File: src/rtl/variable_shift_1bit_serial.sv
// variable_shift_1bit_serial
//   Purpose : serial barrel-shift replacement; an operand captured on data_start
//             moves one bit position per CLK until its shift count is exhausted,
//             then the result is published on a held output register.
//   Latency : load on edge L, shifts on L+1..L+n, shifted_a/done update on L+n+1.
//   Backpressure: none; a data_start during an unfinished shift abandons it and
//             restarts with the new operand (no done, shifted_a keeps old value).
//
// Build option: define SHIFT_RIGHT_EN to shift right (logical) instead of left.
//
// Ports:
//   CLK         - system clock, rising edge
//   RST         - asynchronous active-low reset
//   a           - operand, sampled when data_start=1
//   shift_width - unsigned shift amount, sampled with a
//   data_start  - one-cycle load strobe
//   shifted_a   - registered result, held until the next completion
//   done        - one-cycle pulse in the cycle shifted_a was just updated

module variable_shift_1bit_serial #(
  parameter int WIDTH    = 8,
  parameter int SW_WIDTH = 3
) (
  input  logic                CLK,
  input  logic                RST,
  input  logic [WIDTH-1:0]    a,
  input  logic [SW_WIDTH-1:0] shift_width,
  input  logic                data_start,
  output logic [WIDTH-1:0]    shifted_a,
  output logic                done
);

  typedef enum logic {
    IDLE  = 1'b0,
    SHIFT = 1'b1
  } state_e;

  state_e              state_q, state_d;
  logic [WIDTH-1:0]    work_q, work_d;
  logic [SW_WIDTH-1:0] count_q, count_d;
  logic [WIDTH-1:0]    result_q, result_d;
  logic                done_q, done_d;

  // One-position step of the working register; the build option selects direction.
  logic [WIDTH-1:0]    work_step;
`ifdef SHIFT_RIGHT_EN
  assign work_step = work_q >> 1;
`else
  assign work_step = work_q << 1;
`endif

  always_ff @(posedge CLK or negedge RST) begin
    if (!RST) begin
      state_q  <= IDLE;
      work_q   <= '0;
      count_q  <= '0;
      result_q <= '0;
      done_q   <= 1'b0;
    end else begin
      state_q  <= state_d;
      work_q   <= work_d;
      count_q  <= count_d;
      result_q <= result_d;
      done_q   <= done_d;
    end
  end

  always_comb begin
    state_d  = state_q;
    work_d   = work_q;
    count_d  = count_q;
    result_d = result_q;
    done_d   = 1'b0;

    case (state_q)
      IDLE: begin
        if (data_start) begin
          work_d  = a;
          count_d = shift_width;
          state_d = SHIFT;
        end
      end

      SHIFT: begin
        if (count_q == '0) begin
          // Completion; a coincident data_start (periodic operand after a
          // maximum-length shift) is honoured on the same edge.
          result_d = work_q;
          done_d   = 1'b1;
          if (data_start) begin
            work_d  = a;
            count_d = shift_width;
            state_d = SHIFT;
          end else begin
            state_d = IDLE;
          end
        end else if (data_start) begin
          // Restart: current operation is dropped without publishing.
          work_d  = a;
          count_d = shift_width;
        end else begin
          work_d  = work_step;
          count_d = count_q - SW_WIDTH'(1);
        end
      end

      default: begin
        state_d = IDLE;
      end
    endcase
  end

  assign shifted_a = result_q;
  assign done      = done_q;

endmodule

File: config.mk
export PLATFORM = sky130hd
export DESIGN_NAME = variable_shift_1bit_serial
export DESIGN_NICKNAME = d
export VERILOG_FILES = /design/src/rtl/variable_shift_1bit_serial.sv
export SDC_FILE = /design/constraint.sdc
export NUM_CORES = 1
export LEC_CHECK = 0
export ABC_AREA = 1
export CORE_MARGIN = 10
export CORE_UTILIZATION = 45
export DETAILED_ROUTE_END_ITERATION = 12
export HOLD_SLACK_MARGIN = 0.06
export PLACE_DENSITY = 0.85
export RECOVER_POWER = 25
export SLEW_MARGIN = 10
export SYNTH_ARGS = -nofsm -noshare
export SYNTH_HDL_FRONTEND = slang
export SYNTH_SLANG_ARGS = --single-unit
File: constraint.sdc
create_clock -name CLK -period 1.7 [get_ports CLK]
set_input_delay 0.17 -clock CLK [delete_from_list [all_inputs] [get_ports CLK]]
set_output_delay 0.17 -clock CLK [all_outputs]
set_load 0.05 [all_outputs]
==> metrics.txt <==
first-pass GRT wire length 3615 um; Synth Register Bits 21; syn_nets 136; mux cell area share after synthesis 0%; r2r setup slk 290 ps; CP delay by family, top buffers and inverters; startpoint types register; CP required 1530 ps; total of max-cap violations 0; die area 4550 um2; total negative setup slack 0 ps; total number of yosys warnings 0; Max-slew headroom 25.25%; setup slack at placement 257.6 ps; largest family of logic cells by synthesized area simple AND/OR/NAND/NOR gates; most numerous cell in the Yosys netlist nand2_1; DP Area 1240 um2; async set-or-reset flop fraction in the synthesized netlist 100.0%; Post-DP HPWL 1674 um; area of the mapped netlist 1013 um2; Hold WS 399.4 ps; Via Count 851; WL per Instance 12.75 um; latest clock arrival within the worst-skew pair 300 ps; cts hold-fix bufs 0; FMAX 605.0 MHz; final instance area 1262 um2; share of the synthesized area in the top cell type 51.85%; initial antenna violation count 0; hold_sp shift_width[1]; global-route usage over all layers 10.14%; total routed wirelength 2193 um; cells after synthesis 120; syn_area_per_cell 8.446 um2; Worst setup startpoint shifted_a[7]; cell taking the most area after synthesis dfrtp_1; largest net degree at the start of global routing 22; FF-to-FF path depth 8; Detail Route Antenna Nets 0; total clock sinks 21; Post-synth EDFFs 0; final count of pins violating max slew 0; clk_skew 1.238 ps; kind of critical path reg -> out; total number of H-tree levels 1; Initial Util 46.71%; post-synthesis adder-cell area fraction 2.469%; reg-to-reg critical path endpoint shifted_a[0]; synth top area cells dfrtp_1 (52%), nand2_1 (18%), o21ai_2 (5.2%); Root Buffer clkbuf_4; Row Count 17; DRC viols 0; Worst Tran Pin Value 1121 ps; Post-synth top flop dfrtp_1; area grow syn2layout 24.57%; CP Capture Type primary output; top cells by count, synth nand2_1 (49), dfrtp_1 (21), inv_1 (11); Die Ht 67.46 um; xor/xnor share of the synthesized area 0%; share of layout cells above drive strength 1 12.50%; Final WS setup 47.21 ps; fin crit period 1653 ps; Iteration-0 DRC Markers 46; Arr. time, crit path 1480 ps; First-pass DRT Iterations 5; hold path endpoint count_q[1]; worst-path cell chain clkdlybuf4s50_1; postcts setup bufs 0; Post-layout nets 161; RSZ-0062 raised after global routing false; sequential share of the synthesized area 51.85%; Placer Congestion 0.7970; area of the multi-input gates 395.4 um2; # resized after CTS 0; hold path depth 3; status finished clean; TritonCTS clock tree built; Port Buf Inserts 22; max incr delay on CP 810 ps; CTS Buffer Depth 2; reg2reg start count_q[0]; total grt overflow 0; TritonCTS buffer count 3; Max Fanout on Critical Path 2; Hold Vio Cnt, Final 0; critical path depth 1; I/O pins 23; post-route clock period utilization 97.22%; Fillers 204; simple-gate portion of the synthesized area 28.64%; power density cells 1760 nW/um2; Hold WC Path Type in -> reg; FF+latch area 525.5 um2; final setup fails 0; Critical Path Slowest Stage Cell clkdlybuf4s50_1; Static Leakage 0.6334 nW; worst path bufs/invs 1; Die X 67.46 um; routed vias/inst 4.948; number of diodes 0; final design utilization 58.19%; CTS clk-pin slew, worst paths 110 ps; Netlist cell types 16; core box area 2170 um2; worst vdd ir 0.0009618 V; compound-gate portion of the synthesized area 7.901%; number of global-route vias before repair 832
## worst register-to-register path, cell delays in order, from the launching register on
cell and delay, ps:
dfrtp_1 420, inv_1 90, ha_1 180, inv_1 50, nor2_2 110, nand2_2 200, inv_1 180, nand2_1 60
nand2_1 60
## metrics by stage
stage               std cells  power [mW]
floorplan                 120       1.702
global placement          168       1.953
detailed placement        168       2.005
CTS                       172       2.248
global route              172       2.378
finish                    172       2.222
## layout make-up
cell class | instances | share of cell area [%]
Clock buffer | 4 | 2.081
Inverter | 13 | 4.063
Multi-Input combinational cell | 82 | 31.32
Sequential cell | 21 | 41.63
Tap cell | 28 | 2.775
Timing Repair Buffer | 24 | 18.14
## state kept, by name, indices dropped and copies added (netlist names)
name,cells
count_q,3
done,1
shifted_a,8
state_q,1
work_q,8
## metal layers
metal | wire [um] | GRT usage (%) | up-vias
li1 | - | - | 425
met1 | 876 | 11.72 | 388
met2 | 1121 | 17.54 | 33
met3 | 154 | 1.653 | 5
met4 | 41 | 5.385 | 0
met5 | 0 | 0 | -
## cell usage in the layout, fill, tap and decap left out, drive strengths merged
cell type,netlist,layout
nand4,2,2
clkbuf,0,5
o211ai,1,1
buf,4,2
nand3,10,10
nor2,6,6
o21ai,9,9
dlygate4sd3,0,1
dfrtp,21,21
clkdlybuf4s50,0,20
ha,2,2
inv,13,13
nand2,52,52
## worst max-delay path by stage
stage                         endpoint
final                     shifted_a[7]
after global routing      shifted_a[2]
after CTS                 shifted_a[0]
after detailed placement     work_q[2]
after global placement       work_q[1]
after floorplan           shifted_a[4]
## cell families (layout without fill, tap and decap cells)
group                    count (synthesis)  after routing
buffers and inverters                   17             41
adder cells (fa/ha/maj)                  2              2
flip-flops                              21             21
AND/OR/NAND/NOR                         70             70
AO/OA/AOI/OAI                           10             10
## power by group
| part | switching (mW) | leakage [nW] | internal, mW |
|---|---|---|---|
| Combinational | 0.807 | 0.358 | 0.379 |
| Clock | 0.149 | 0.0150 | 0.0917 |
| Sequential | 0.104 | 0.260 | 0.692 |
Power figures use the tool's default switching activity.
